File: src/rtl/pc_pkg.sv
// Shared definitions for the fetch program-counter sequencer and its users.
package pc_pkg;

  typedef enum logic [1:0] {
    BOOT   = 2'd0,
    RUN    = 2'd1,
    HALTED = 2'd2
  } pc_state_t;

  localparam logic [31:0] DEFAULT_RESET_VECTOR = 32'h0000_0000;
  localparam int unsigned DEFAULT_STEP         = 1;

endpackage

File: src/rtl/pc_redirect_buffer.sv
// One-entry holding register for a redirect that could not be applied yet.
// A new capture always overwrites the held target.
module pc_redirect_buffer #(
  parameter int unsigned WIDTH = 32
) (
  input  logic             clock,
  input  logic             reset,
  input  logic             capture,
  input  logic             consume,
  input  logic [WIDTH-1:0] target_in,
  output logic             valid,
  output logic [WIDTH-1:0] target
);

  logic             valid_reg;
  logic [WIDTH-1:0] target_reg;

  always_ff @(posedge clock) begin
    if (reset) begin
      valid_reg  <= 1'b0;
      target_reg <= '0;
    end else if (capture) begin
      valid_reg  <= 1'b1;
      target_reg <= target_in;
    end else if (consume) begin
      valid_reg  <= 1'b0;
    end
  end

  assign valid  = valid_reg;
  assign target = target_reg;

endmodule

File: src/rtl/pc_sequencer.sv
// Fetch-stage program counter: sequential stepping, redirects, stall,
// halt/resume and buffering of redirects that arrive while not advancing.
module pc_sequencer
  import pc_pkg::*;
#(
  parameter int unsigned      WIDTH        = 32,
  parameter logic [WIDTH-1:0] RESET_VECTOR = WIDTH'(DEFAULT_RESET_VECTOR),
  parameter int unsigned      STEP         = DEFAULT_STEP,
  parameter int unsigned      CNT_WIDTH    = 32
) (
  input  logic                 clock,
  input  logic                 reset,
  input  logic                 stall,
  input  logic                 redirect_valid,
  input  logic [WIDTH-1:0]     redirect_target,
  input  logic                 halt,
  input  logic                 resume,
  output logic [WIDTH-1:0]     pc_out,
  output logic                 pc_valid,
  output logic                 redirect_pending,
  output logic [CNT_WIDTH-1:0] advance_count
);

  pc_state_t            state_reg;
  logic [WIDTH-1:0]     pc_reg;
  logic [WIDTH-1:0]     pc_next;
  logic                 valid_reg;
  logic [CNT_WIDTH-1:0] count_reg;
  logic                 pend_valid;
  logic [WIDTH-1:0]     pend_target;
  logic                 run_go;
  logic                 capture;

  // The PC only moves in a RUN cycle that is neither halting nor stalled;
  // any redirect seen in another cycle is parked in the buffer.
  assign run_go  = (state_reg == RUN) && !halt && !stall;
  assign capture = redirect_valid && !run_go;

  pc_redirect_buffer #(
    .WIDTH (WIDTH)
  ) u_redirect_buffer (
    .clock     (clock),
    .reset     (reset),
    .capture   (capture),
    .consume   (run_go),
    .target_in (redirect_target),
    .valid     (pend_valid),
    .target    (pend_target)
  );

  always_comb begin
    pc_next = pc_reg;
    if (run_go) begin
      if (redirect_valid) begin
        pc_next = redirect_target;
      end else if (pend_valid) begin
        pc_next = pend_target;
      end else begin
        pc_next = pc_reg + WIDTH'(STEP);
      end
    end
  end

  always_ff @(posedge clock) begin
    if (reset) begin
      state_reg <= BOOT;
      pc_reg    <= RESET_VECTOR;
      valid_reg <= 1'b0;
      count_reg <= '0;
    end else begin
      case (state_reg)
        BOOT: begin
          state_reg <= RUN;
          valid_reg <= !stall;
        end
        RUN: begin
          if (halt) begin
            state_reg <= HALTED;
            valid_reg <= 1'b0;
          end else begin
            valid_reg <= !stall;
          end
        end
        HALTED: begin
          if (resume && !halt) begin
            state_reg <= RUN;
            valid_reg <= !stall;
          end else begin
            valid_reg <= 1'b0;
          end
        end
        default: begin
          state_reg <= BOOT;
          valid_reg <= 1'b0;
        end
      endcase
      pc_reg <= pc_next;
      if (run_go) begin
        count_reg <= count_reg + CNT_WIDTH'(1);
      end
    end
  end

  assign pc_out           = pc_reg;
  assign pc_valid         = valid_reg;
  assign redirect_pending = pend_valid;
  assign advance_count    = count_reg;

endmodule

File: config.mk
export PLATFORM = sky130hd
export DESIGN_NAME = pc_sequencer
export DESIGN_NICKNAME = d
export VERILOG_FILES = /design/src/rtl/pc_pkg.sv /design/src/rtl/pc_redirect_buffer.sv /design/src/rtl/pc_sequencer.sv
export SDC_FILE = /design/constraint.sdc
export NUM_CORES = 1
export LEC_CHECK = 0
export ABC_AREA = 0
export BUFFER_PORTS_ARGS = -buffer_cell sky130_fd_sc_hd__buf_2
export CORE_MARGIN = 2
export CORE_UTILIZATION = 45
export CTS_CLUSTER_SIZE = 30
export DETAILED_ROUTE_END_ITERATION = 7
export MAX_ROUTING_LAYER = met4
export PLACE_DENSITY = 0.67
export SLEW_MARGIN = 20
export SYNTH_ARGS = -nofsm -noshare
export SYNTH_HDL_FRONTEND = slang
export SYNTH_HIERARCHICAL = 1
export SYNTH_SLANG_ARGS = --single-unit
export TNS_END_PERCENT = 100
File: constraint.sdc
create_clock -name clock -period 2.7 [get_ports clock]
set_input_delay 0.54 -clock clock [delete_from_list [all_inputs] [get_ports clock]]
set_output_delay 0.54 -clock clock [all_outputs]
set_load 0.05 [all_outputs]
Yosys cells after proc, flatten, opt, wreduce, memory -nomap -nowiden. Cells that the tools add are included.

Register bits: 100. Input port bits: 38.

$add $sub $neg: 2. Equal/unequal tests: 4. Mux-type cells: 10. Reductions and logical operators: 10.

Operator list (count): $add A32 B1 Y32 const B (2); $mux W32 (2); $pmux W2 S3 (1); $logic_and A1 B1 Y1 (4); $mux W1 (4); $mux W2 (2); $ne A2 B2 Y1 const B (2); $logic_not A1 Y1 (3); $pmux W1 S3 (1); $eq A2 B1 Y1 const B (1); $eq A2 B2 Y1 const B (1); $logic_not A2 Y1 (1); $reduce_and A2 Y1 (1); $reduce_bool A2 Y1 (1).

Longest topological paths before layout. Gate-level depths: netlist (run 1).

Word-level depth: 6. Depth in mapped cells: 10. Depth with buffers taken out: 6.

Modules after synthesis. Netlist (run 1), hierarchy kept.

By module, submodules not included: pc_sequencer (instances 1, cells an instance 529, area each 4095.2 um2, seq. area each 1341.3 um2); pc_redirect_buffer (instances 1, cells an instance 108, area each 1204.9 um2, seq. area each 660.6 um2).

Least setup slack after synthesis (run 1). Ideal clock, no wire load.

Path kind: reg-to-reg. From: register pc_reg[4], in the netlist pc_out[4]. To: register pc_reg[25], in the netlist pc_out[25]. Setup time: 0.134 ns. Arrival: 2.165 ns. Data required time: 2.566 ns. Setup slack: 0.401 ns. Stages on the path, launching flop included: 7. Buffers on the path: 1. Cells stage by stage: dfxtp_1 buf_2 and4_4 nand4_4 or4_4 a2111oi_1 a211oi_1.

Cells in the longest elaborated chain, start to end: 3.

RTL lines: from (decl) (RTL line pc_sequencer.sv:25) `logic [WIDTH-1:0] pc_reg;`; from (signal assigned) (RTL line pc_sequencer.sv:97) `pc_reg <= pc_next;`; $add A32 B1 Y32 (RTL line pc_sequencer.sv:59) `pc_next = pc_reg + WIDTH'(STEP);`; $mux W32 (RTL line pc_sequencer.sv:56) `end else if (pend_valid) begin`; $mux W32 (RTL line pc_sequencer.sv:54) `if (redirect_valid) begin`.

No other way between the ends. A chain may end at the register's enable or synchronous reset.

Worst setup path after layout (run 1).
From: register state_reg[0]. To: register u_redirect_buffer.target_reg[15], in the netlist u_redirect_buffer/target[15].

Cells in the longest elaborated chain, start to end: 5.

RTL lines: from (decl) (RTL line pc_sequencer.sv:24) `pc_state_t state_reg;`; from (signal assigned) (RTL line pc_sequencer.sv:66) `state_reg <= BOOT;`; from (signal assigned) (RTL line pc_sequencer.sv:73) `state_reg <= RUN;`; from (signal assigned) (RTL line pc_sequencer.sv:78) `state_reg <= HALTED;`; $eq A2 B1 Y1 (RTL line pc_sequencer.sv:36) `assign run_go = (state_reg == RUN) && !halt && !stall;`; $logic_and A1 B1 Y1 (2 in a row) (RTL line pc_sequencer.sv:36); $logic_not A1 Y1 (RTL line pc_sequencer.sv:37) `assign capture = redirect_valid && !run_go;`; $logic_and A1 B1 Y1 (RTL line pc_sequencer.sv:37); via capture (RTL line pc_sequencer.sv:32) `logic capture;`; to (signal assigned) (RTL line pc_redirect_buffer.sv:24) `target_reg <= target_in;`; to (decl) (RTL line pc_redirect_buffer.sv:16) `logic [WIDTH-1:0] target_reg;`.

The timed path passes the listed nets, and every way through them passes these cells.

==> results summary, run 1 <==
The flow ran to the end, and the final reports show no timing, DRC or antenna violations. Setup violations remaining at the end of the flow were counted as 0. The clock input transition at the sequential cells of the worst setup and hold paths is 70 ps. The worst hold margin is 361 ps. The number of global-route vias before repair came to 4952. The number of buffers inserted during clock tree synthesis came out at 9. The detailed-placement wirelength estimate is 10300 um. The detail route stage leaves a number of antenna-violating nets equal to 0. The data required time of the critical path came out at 2930 ps. The sum of overflow across all layers after global routing came out at 0. The synthesized cell area is 5300 um^2. In this run the worst path has a maximum fanout of 28. The cell area after layout came out at 6220 um^2. The number of gates on the worst path with buffers counted is 6.

After synthesis, the largest family of logic cells by area is simple AND/OR/NAND/NOR gates. Dividing the detail-routed wire length by the instance count gives 17.3 um. The CTS tree is built.

The total number of vias is 5196. The buffers plus inverters on the worst setup path is 2. After the last flow step, the layout net total stands at 764. The largest individual stage delay along the critical path comes from the cell sky130_fd_sc_hd__nor2_4. The worst pin sits at a relative slew slack of 26.3%. The share of synthesized area spent on multiplexers is 6.99%. The fraction of the mapped netlist area in adder cells came out at 0.472%. The last weighted congestion value of the routability-driven placer came out at 0.809. The initial antenna violation count came out at 0. Among cell families on the critical path, the largest total delay comes from simple AND/OR/NAND/NOR gates. The synthesis-to-finish area growth is 17.4%. The stage delay of the slowest cell on the critical path is 840 ps. STA classifies the critical path endpoint as a flip-flop. After detailed routing, the number of remaining DRC violations is 0. The routed wire length came out at 15100 um.

The signal on the critical path passes through or4b_1, clkinv_4, nor2_4, buf_4, mux2i_1, nor2_1. The tool flagged a number of max-cap violations equal to 0. The number of fill cells came out at 1100.

The final cycle utilization of the critical path came out at 83.0%. Setup repair after global routing left no endpoint under its margin. For the pin with the worst max-slew slack, the measured transition is 1100 ps. After synthesis, the netlist uses 61 different library cells. In this run the worst hold path is classified as in2reg. The tree is rooted in a sky130_fd_sc_hd__clkbuf_16. The synthesized netlist devotes 15.7% of its cell area to compound gates.

The number of port buffers came out at 103. The post-cts sizing count came out at 0. The worst setup path is launched from a flip-flop. 104 I/O pins were placed. The total number of H-tree levels came out at 3. For this configuration, the core starts out at a cell density of 46.2%. After the first detailed-routing iteration, the DRC count stood at 413.

The die outline area is 12700 um^2. After clock tree synthesis, the flow added hold-fix buffers numbering 0. The post-synthesis sequential area ratio is 37.8%. After synthesis, the share of flip-flops with an asynchronous set or reset is 0%. The synthesized-area fraction occupied by xor and xnor cells is 5.95%. The number of nets in the synthesized netlist is 677.

The maximum clock frequency came out at 0.446 GHz. The count of yosys warnings during synthesis came out at 6. The arrival time of the worst setup path came out at 2470 ps.

The pin count of the biggest net entering global routing came out at 87. The number of standard cells after synthesis came out at 637. The all-layer global routing usage is 24.5%. The depth of the worst register-to-register path is 6. The number of pins with negative max-slew slack in the final report is 0. The largest buffer count on any clock path came out at 2. By area the synthesized netlist is led by sky130_fd_sc_hd__dfxtp_1 38%, sky130_fd_sc_hd__mux2i_1 7.0%, sky130_fd_sc_hd__nor2_1 6.7%, sky130_fd_sc_hd__xnor2_1 4.0%, sky130_fd_sc_hd__a21oi_1 3.6%. The end-of-flow core utilization is 54.3%. The synthesized area per cell is 8.32 um^2. The summed negative setup slack over all endpoints came out at 0 ps. The instance area at placement is 5900 um^2. After floorplanning, the core was sized to cover 11500 um^2. The count of antenna diodes in the layout is 0. The total leakage power is 2.50 nW. The first detailed-routing pass ran for 5 iterations. The y dimension of the die came out at 113 um. The number of sinks on the clock net is 100.

The fraction of layout instances using a drive strength above 1 is 21.4%. The worst-case IR drop observed on VDD is 353 uV. Power spread over the standard cell area amounts to 551 nW/um^2. Of the post-synthesis cell area, the dominant cell type holds 37.8%. The synthesized design spends more area on one cell type than any other, namely sky130_fd_sc_hd__dfxtp_1. The buffer count from post-CTS setup fixing is 0. The worst setup skew after layout is 6.72 ps.

The width of the die came out at 113 um. The average via count per standard cell is 5.96. The category of the critical setup timing path is reg2reg.

The number of failing hold endpoints at the final stage is 0. The number of synthesized flops with an enable pin came out at 0. Among all flip-flop cells after synthesis, the most frequent one is sky130_fd_sc_hd__dfxtp_1.

The minimum period implied by the final worst setup slack is 2240 ps. Once routing completed, OpenROAD measured the worst setup slack at 458 ps. After Yosys synthesis, and, or, nand and nor cells account for 27.2% of the synthesized area. The number of cell rows came out at 39. The first global-routing pass estimated 24600 um of wire. Along the worst hold path, the cell count comes to 2.

The clock insertion delay at the later pin of the skew report came out at 350 ps. The pre-CTS worst setup slack is 189 ps. After synthesis the netlist holds a flip-flop and latch count of 100.
==> metrics by stage <==
stage	cells	power [mW]
after floorplan	637	1.90
after global placement	856	2.01
after detailed placement	856	2.02
after CTS	872	3.45
after global routing	872	3.55
final	872	3.43
==> layout make-up <==
type	instances	area (um^2)	area share (%)
multi-input combinational	476	2990	48.1
sequential	100	2000	32.2
timing repair buffer	119	648	10.4
clock buffer	11	243	3.90
tap	143	179	2.88
clock inverter	5	83.8	1.35
inverter	18	72.6	1.17
==> worst paths after layout <==
| path | start | end | slack [ps] |
|---|---|---|---|
| worst max-delay path | state_reg[0] | u_redirect_buffer/target[15] | 460 |
| worst min-delay path | stall | pc_valid | 360 |
| worst max register to register | state_reg[0] | u_redirect_buffer/target[15] | 460 |
| worst min register to register | u_redirect_buffer/target[16] | u_redirect_buffer/target[16] | 500 |
==> synthesized netlist by cell type, types with 4 or more instances <==
library cell / instances
sky130_fd_sc_hd__nor4_1: 18
sky130_fd_sc_hd__nor3_1: 15
sky130_fd_sc_hd__o211ai_1: 4
sky130_fd_sc_hd__nand2_1: 49
sky130_fd_sc_hd__inv_1: 17
sky130_fd_sc_hd__nand3_1: 24
sky130_fd_sc_hd__a31oi_1: 9
sky130_fd_sc_hd__a21oi_1: 38
sky130_fd_sc_hd__and3_1: 5
sky130_fd_sc_hd__a22oi_1: 10
sky130_fd_sc_hd__nand4_1: 14
sky130_fd_sc_hd__clkbuf_1: 27
sky130_fd_sc_hd__dfxtp_1: 100
sky130_fd_sc_hd__and4_1: 8
sky130_fd_sc_hd__mux2i_1: 37
sky130_fd_sc_hd__a211oi_1: 4
sky130_fd_sc_hd__o21a_1: 4
sky130_fd_sc_hd__o21ai_0: 31
sky130_fd_sc_hd__xnor2_1: 24
sky130_fd_sc_hd__buf_2: 11
sky130_fd_sc_hd__nor2_1: 94
sky130_fd_sc_hd__o22ai_1: 7
sky130_fd_sc_hd__xor2_1: 12
sky130_fd_sc_hd__or3_1: 4
sky130_fd_sc_hd__a221oi_1: 8
sky130_fd_sc_hd__nor2b_1: 5
sky130_fd_sc_hd__nor4_2: 6
==> where the power goes <==
part | switching, mW | total (mW) | internal [mW]
combinational | 0.276 | 0.415 | 0.139
sequential | 0.0534 | 1.58 | 1.53
clock | 0.592 | 1.43 | 0.842
==> cells in the final DEF (no fill, tap or decap), types with 18 or more instances in the layout <==
cell type                 instances
sky130_fd_sc_hd__nand3_1         24
sky130_fd_sc_hd__dfxtp_1        100
sky130_fd_sc_hd__nor2_1          93
sky130_fd_sc_hd__nor4_1          18
sky130_fd_sc_hd__buf_2          103
sky130_fd_sc_hd__xnor2_1         24
sky130_fd_sc_hd__o21ai_0         31
sky130_fd_sc_hd__nand2_1         49
sky130_fd_sc_hd__mux2i_1         37
sky130_fd_sc_hd__a21oi_1         38
==> logic make-up (layout without fill, tap and decap cells) <==
| group | after synthesis | count (layout) |
|---|---|---|
| buf+inv | 61 | 153 |
| mux | 37 | 37 |
| xor+xnor | 36 | 36 |
| compound gates | 132 | 132 |
| flops | 100 | 100 |
| fa+ha+maj | 2 | 2 |
| simple gates | 269 | 269 |
==> layer usage <==
| metal | track usage (%) | wire length [um] | vias to the layer above |
|---|---|---|---|
| li1 | - | - | 2483 |
| met1 | 31.7 | 6780 | 2507 |
| met2 | 38.2 | 7120 | 178 |
| met3 | 4.43 | 893 | 28 |
| met4 | 9.76 | 317 | 0 |
| met5 | - | 0 | - |
(Power assumes the default switching activity.)
==> inputs of run 2 (changes only) <==
--- a/config.mk
+++ b/config.mk
@@ -12,7 +12,7 @@
 export CTS_CLUSTER_SIZE = 30
 export DETAILED_ROUTE_END_ITERATION = 7
 export MAX_ROUTING_LAYER = met4
-export PLACE_DENSITY = 0.67
+export PLACE_DENSITY = 0.7
 export SLEW_MARGIN = 20
 export SYNTH_ARGS = -nofsm -noshare
 export SYNTH_HDL_FRONTEND = slang
==> constraint.sdc (replaced) <==
create_clock -name clock -period 1.8 [get_ports clock]
set_input_delay 0.36 -clock clock [delete_from_list [all_inputs] [get_ports clock]]
set_output_delay 0.36 -clock clock [all_outputs]
set_load 0.05 [all_outputs]
==> run 2 against run 1 <==
  * The run now ends with setup timing left
  * Combinational power rose by 76%
  * Utilization rose by 8.8 points
  * Cell count rose by 7.0%
  * First-iteration DRC count rose by 7.3%
  * Clock skew rose by 1.8 ps
  * Via count rose by 6.2%
  * Clock-buffer cell count fell by 2
  * Total power rose by 53%
  * Sequential share of layout area fell by 3.0 points
  * Critical endpoint is now advance_count[24]
  * Largest power group unchanged
==> results summary, run 2 (synthesized netlist as in run 1, its figures left out) <==
The total I/O pin count came out at 104 (unchanged). Leaving out fill and tap cells, the most frequent cell in the layout is sky130_fd_sc_hd__buf_2. The detailed-placement wirelength estimate came out at 11500 um (+11%).

The worst max-slew margin expressed relative to the limit is 54.2% (+28 points). The remaining routing DRC violations came out at 0 (unchanged). The number of port buffers is 103 (unchanged). The number of cell rows is 39 (unchanged).

The all-layer global routing usage came out at 25.7% (+1.2 points). The part of the total power dissipated in combinational logic is 13.9% (+1.8 points). The maximum ir drop on the vdd rail came out at 616 uV (+75%). The depth of the worst register-to-register path came out at 7 (+1). The width of the die is 113 um (unchanged).

The number of DRC markers after the initial detailed-route iteration is 443 (+7.3%). The slew at the pin with the worst max-slew slack came to 685 ps (-419 ps). Leaving out fill and tap cells, the most frequent cells in the layout are 103 x sky130_fd_sc_hd__buf_2, 90 x sky130_fd_sc_hd__nor2_1, 68 x sky130_fd_sc_hd__buf_4, 57 x sky130_fd_sc_hd__dfxtp_1, 49 x sky130_fd_sc_hd__nand2_1. The slack of the critical path is -14.3 ps (-472 ps). The switching part of the total power came out at 27.8% (+0.92 points). The clock insertion delay at the later pin of the skew report is 360 ps (about the same).

The number of buffers inserted during clock tree synthesis is 9 (unchanged). The number of hold buffers added after cts is 0 (unchanged). The number of violations of the max-capacitance limit came out at 0 (unchanged). The startpoint identified for the worst hold timing path is stall. The routed wire length came to 16500 um (+9.0%). The last weighted congestion value of the routability-driven placer came out at 0.915 (+13%). The minimum period implied by the final worst setup slack is 1810 ps (-428 ps). The initial antenna violation count came out at 0 (unchanged). The total number of H-tree levels is 3 (unchanged).

From synthesis to final layout, the design area changed by 36.4%. The worst setup skew after layout came out at 8.57 ps (+1.84 ps). The switching power summed over all nets is 1.46 mW (+59%). The clock input transition at the sequential cells of the worst setup and hold paths is 70 ps (about the same). The number of global-route vias before repair came out at 5106 (+3.1%). The cell sitting at the root of the clock tree is a sky130_fd_sc_hd__clkbuf_16. STA classifies the critical path startpoint as a flip-flop.

The data required time of the critical path is 2040 ps (-890 ps). The arrival time of the worst setup path is 2050 ps (-420 ps). The fraction of power consumed by sequential logic is 44.8% (-1.3 points). The worst hold margin is 192 ps (-169 ps). The fraction of layout instances using a drive strength above 1 was 37.3% (+16 points).

The count of antenna diodes in the layout came out at 0 (unchanged). The worst register-to-register path begins at state_reg[1]. The number of iterations in the first detailed-routing pass is 6 (+1). The y dimension of the die came out at 113 um (unchanged).

The worst reg-to-reg setup slack is -10 ps (-470 ps). The total number of vias was 5518 (+6.2%). The largest buffer count on any clock path is 2 (unchanged). The number of pins with negative max-slew slack in the final report is 0 (unchanged). The number of cells on the worst hold path was 2 (unchanged). The area inside the core boundary is 11500 um^2 (unchanged). The number of sinks on the clock net was 100 (unchanged). The total power divided by cell area came out at 728 nW/um^2 (+32%). The remaining antenna violation count after routing is 0 (unchanged). The final cycle utilization of the critical path came out at 101% (+18 points). The total leakage power is 3.07 nW (+23%). The most critical setup path has its startpoint at state_reg[1].

The critical path is of the reg2reg type. STA classifies the critical path endpoint as a flip-flop. The post-detailed-route wirelength per cell is 17.6 um (+1.9%). The final reports fail on setup timing. The largest fanout on the critical path was 7 (-75%). The sum of overflow across all layers after global routing came out at 0 (unchanged). The share of power burned in the clock network was 41.3% (-0.5 points). The wire length of the first global-routing pass came out at 25800 um (+4.7%). The pin count of the biggest net entering global routing was 57 (-34%). Setup repair after global routing could not meet its margin everywhere. The number of failing setup endpoints in the final timing report came to 6 (+6). The average via count per standard cell came out at 5.91 (-0.75%). The number of failing hold endpoints at the final stage is 0 (unchanged). The pre-CTS worst setup slack came out at -235 ps (-424 ps). The flow ran to the end, but the final reports show violations. The cell-internal power came out at 3.80 mW (+51%). The tightest min-delay check is of the in2reg type. The die outline area came out at 12700 um^2 (unchanged). The CTS tree is built.

The number of nets in the finished design was 825 (+8.0%). The maximum clock frequency came to 0.551 GHz (+24%). The effective utilization at floorplan came out at 46.2% (unchanged).
## run 2: changes by cell type in the layout (fill, tap and decap cells not counted), sizes merged
| cell | delta |
|---|---|
| buf | +60 |
| inv | +3 |
| clkbuf | -2 |
| bufbuf | +1 |
| clkinvlp | -1 |
## run 2: routing by layer
layer  up-vias  part of all wire (%)  track usage (%)
met2       247                    48             40.4
met5         -                     0                -
met3        34                   6.4             3.35
met4         0                   2.0             8.62
met1      2619                    44             34.5
li1       2618                     -                -
## run 2: final cells by class
cell class	count	area (um^2)
well taps	143	179
multi-input cells	476	3330
fillers	965	4240
flip-flops and latches	100	2110
inverters	18	72.6
repair buffers	180	1200
clock inverters	7	105
clock buffers	9	225
## run 2: power groups by stage
stage,sequential [mW],clock [mW],combinational [mW]
floorplan,2.49,0,0.361
global placement,2.40,0,0.677
detailed placement,2.40,0,0.689
CTS,2.35,2.21,0.703
global route,2.37,2.30,0.785
finish,2.36,2.18,0.732
## run 2: final timing paths
check	end
setup reg to reg	advance_count[24]
hold reg to reg	advance_count[1]
hold / removal	pc_valid
setup / recovery	advance_count[24]
## run 2: worst max-delay path: stages, from the launching register on
cell and delay (ps):
sky130_fd_sc_hd__dfxtp_2 320, sky130_fd_sc_hd__or4b_4 530, sky130_fd_sc_hd__clkinv_4 120, sky130_fd_sc_hd__nand2_2 110
sky130_fd_sc_hd__buf_4 190, sky130_fd_sc_hd__nor4_4 210, sky130_fd_sc_hd__xnor2_1 160, sky130_fd_sc_hd__nor2_1 60
## run 2: through the flow
step	utilization [%]	total power, mW	TNS, ps	cells	cell area, um^2
3_5_place_dp	57.3	3.09	-8030	907	6570
5_1_grt	63.0	5.45	-1210	933	7230
6_report	63.0	5.26	-62.4	933	7230
4_1_cts	60.6	5.26	-28.2	924	6950
2_1_floorplan	-	2.85	-3540	637	5570
3_3_place_gp	57.3	3.07	-5790	907	6570
## run 2: repair_timing
action | in CTS | in global routing
pin swaps | 2 | 14
gates cloned | 1 | 0
gates resized for setup | 4 | 38
setup endpoints to repair | 16 | 44
buffers inserted | 0 | 9
==> inputs of run 3 (changes only) <==
--- a/config.mk
+++ b/config.mk
@@ -13,7 +13,7 @@
 export DETAILED_ROUTE_END_ITERATION = 7
 export MAX_ROUTING_LAYER = met4
 export PLACE_DENSITY = 0.7
-export SLEW_MARGIN = 20
+export RECOVER_POWER = 25
 export SYNTH_ARGS = -nofsm -noshare
 export SYNTH_HDL_FRONTEND = slang
 export SYNTH_HIERARCHICAL = 1
==> run 3 against run 2 <==
  * Utilization decreased by 0.36 points
  * Clock skew shrank 0.80 ps
  * The flow still finishes with violations (setup timing)
  * Die area is the same
  * Clock-buffer cell count stayed put
  * Critical path depth is the same
  * Sequential power barely moved
  * First-iteration DRC count rose by 11%
  * Largest power group unchanged
  * Total power about the same
  * Register-to-register slack barely moved
  * Sequential share of layout area grew 0.17 points
  * Setup slack improved by 1.2 ps
  * Combinational power is 0.7% lower
==> results summary, run 3 (synthesized netlist as in run 1, its figures left out) <==
The run finished, with violations left. The checks that failed: setup timing. The data required time of the critical path came out at 2040 ps (about the same).

The largest fanout on the critical path is 7 (unchanged). The number of port buffers is 103 (unchanged). The startpoint identified for the worst register-to-register timing path is state_reg[1]. The routed wire length came to 16400 um (-0.19%). The worst setup skew after layout is 7.76 ps (-0.801 ps). The remaining routing DRC violations came out at 0 (unchanged).

STA classifies the critical path endpoint as a flip-flop. The effective utilization at floorplan is 46.2% (unchanged). The all-layer global routing usage is 25.7% (unchanged). The slew at the pin with the worst max-slew slack came out at 685 ps (+0.381 ps). The first element of the critical path is state_reg[1]. The slack of the critical path is -13.1 ps (+1.22 ps).

The number of iterations in the first detailed-routing pass was 6 (unchanged). The library cell used most frequently in the layout, excluding fill and tap cells, is sky130_fd_sc_hd__nor2_1. The number of failing hold endpoints at the final stage is 0 (unchanged). The minimum period implied by the final worst setup slack came to 1810 ps (-1.22 ps). The instance area at placement came out at 6570 um^2 (unchanged).

The CTS tree is built. The cell at the slowest stage of the critical path is sky130_fd_sc_hd__or4b_4. The stage delay of the slowest cell on the critical path was 530 ps (about the same).

The number of gates on the worst path with buffers counted came out at 7 (unchanged). The maximum ir drop on the vdd rail came to 616 uV (about the same). The clock input transition at the sequential cells of the worst setup and hold paths is 70 ps (about the same). The total chip power is 5.27 mW (about the same). The depth of the worst register-to-register path came out at 7 (unchanged). The fraction of layout instances using a drive strength above 1 came out at 33.4% (-3.9 points). The area inside the core boundary was 11500 um^2 (unchanged). The end-of-flow core utilization is 62.7% (-0.36 points). The category of the critical setup timing path is reg2reg. The worst reg-to-reg setup slack was -10 ps (about the same). The number of nets in the finished design came out at 825 (unchanged). The total number of vias is 5462 (-1.0%).

STA classifies the critical path startpoint as a flip-flop. The die outline area is 12700 um^2 (unchanged). In the layout the commonest cells are 90 x sky130_fd_sc_hd__nor2_1, 73 x sky130_fd_sc_hd__buf_2, 67 x sky130_fd_sc_hd__buf_4, 57 x sky130_fd_sc_hd__dfxtp_1, 49 x sky130_fd_sc_hd__nand2_1. The total number of H-tree levels came out at 3 (unchanged).

The number of sinks on the clock net was 100 (unchanged). The number of cell rows is 39 (unchanged). The maximum clock frequency is 0.552 GHz (about the same).

The number of failing setup endpoints in the final timing report came out at 6 (unchanged). The detailed-placement wirelength estimate came out at 11500 um (unchanged). The arrival time of the worst setup path is 2050 ps (about the same). The number of pins with negative max-slew slack in the final report came to 0 (unchanged).

The last weighted congestion value of the routability-driven placer is 0.915 (unchanged). The buffers plus inverters on the worst setup path was 2 (unchanged). The clock insertion delay at the later pin of the skew report came out at 360 ps (about the same). The number of buffers inserted during clock tree synthesis is 9 (unchanged). The post-detailed-route wirelength per cell was 17.6 um (-0.19%). The total power divided by cell area is 733 nW/um^2 (+0.63%). The total I/O pin count came out at 104 (unchanged). The width of the die came to 113 um (unchanged). The worst max-slew margin expressed relative to the limit is 54.2% (about the same).

The count of antenna diodes in the layout is 0 (unchanged). The cell family with the largest share of critical-path delay is simple AND/OR/NAND/NOR gates. Setup repair after global routing could not meet its margin everywhere.

The total instance count after detailed placement is 907 (unchanged). The root buffer selected by CTS is sky130_fd_sc_hd__clkbuf_16. The remaining antenna violation count after routing is 0 (unchanged). The signal on the critical path passes through or4b_4, clkinv_4, nand2_2, buf_4, nor4_4, xnor2_1, nor2_1. The cell area after layout came to 7190 um^2 (-0.57%). The number of cells in the finished layout apart from fillers came out at 933 (unchanged).

The number of global-route vias before repair came to 5106 (unchanged). The sum of overflow across all layers after global routing is 0 (unchanged). The capturing instance or port of the critical path is advance_count[26]. The wire length of the first global-routing pass is 25800 um (unchanged). In this run the most critical hold path is launched from stall.

The synthesis-to-finish area growth came out at 35.6%. The y dimension of the die was 113 um (unchanged). The largest buffer count on any clock path is 2 (unchanged).

The initial antenna violation count is 0 (unchanged). The average via count per standard cell came out at 5.85 (-1.0%). The endpoint identified for the worst register-to-register timing path is advance_count[26].

The worst hold path belongs to the class in2reg. The number of violations of the max-capacitance limit is 0 (unchanged). The total leakage power is 2.94 nW (-4.4%). The number of DRC markers after the initial detailed-route iteration came out at 492 (+11%). The final cycle utilization of the critical path is 101% (about the same). The pin count of the biggest net entering global routing came out at 57 (unchanged).
run 3: cell types whose count changed in the layout (fill, tap and decap cells not counted):
cell,change
sky130_fd_sc_hd__clkbuf_1,+31
sky130_fd_sc_hd__buf_4,-1
sky130_fd_sc_hd__buf_2,-30
run 3: worst register-to-register path: stages (launching register included):
cell and delay, ps:
sky130_fd_sc_hd__dfxtp_2 320, sky130_fd_sc_hd__or4b_4 530, sky130_fd_sc_hd__clkinv_4 120, sky130_fd_sc_hd__nand2_2 110
sky130_fd_sc_hd__buf_4 190, sky130_fd_sc_hd__nor4_4 220, sky130_fd_sc_hd__xnor2_1 150, sky130_fd_sc_hd__nor2_1 60
run 3: worst min path at each step:
stage / cells past startpoint / end
2_1_floorplan: 1 / pc_valid
3_3_place_gp: 2 / u_redirect_buffer/target[19]
3_5_place_dp: 2 / u_redirect_buffer/target[21]
4_1_cts: 2 / pc_valid
5_1_grt: 2 / pc_valid
6_report: 2 / pc_valid
run 3: area by class of cell:
class | instances | area (um^2)
Clock buffer | 9 | 225
Inverter | 18 | 72.6
Multi-Input combinational cell | 476 | 3330
Sequential cell | 100 | 2110
Clock inverter | 7 | 105
Fill cell | 983 | 4280
Timing Repair Buffer | 180 | 1160
Tap cell | 143 | 179
run 3: metal layers:
layer | global-route usage [%] | wire (um) | vias to the layer above
li1 | - | - | 2617
met1 | 34.5 | 7300 | 2606
met2 | 40.4 | 7850 | 217
met3 | 3.35 | 1020 | 22
met4 | 8.62 | 267 | 0
met5 | - | 0 | -
run 3: power by group:
group / switching (mW) / internal, mW
Sequential: 0.0821 / 2.27
Clock: 0.940 / 1.24
Combinational: 0.447 / 0.279
run 3: timing repair:
| item | in CTS | in global routing |
|---|---|---|
| endpoints found under the setup margin | 16 | 44 |
| setup buffers | 0 | 9 |
| hold buffers | 0 | 0 |
| resized for setup | 4 | 38 |
| pin swaps | 2 | 14 |
| gates cloned | 1 | 0 |
run 3: metrics by stage:
step	worst slack [ps]	hold slack (ps)	TNS, ps
global placement	-164	474	-5790
CTS	-17.5	186	-28.2
global route	-108	180	-1210
detailed placement	-235	482	-8030
finish	-13.1	191	-48.6
floorplan	-117	439	-3540
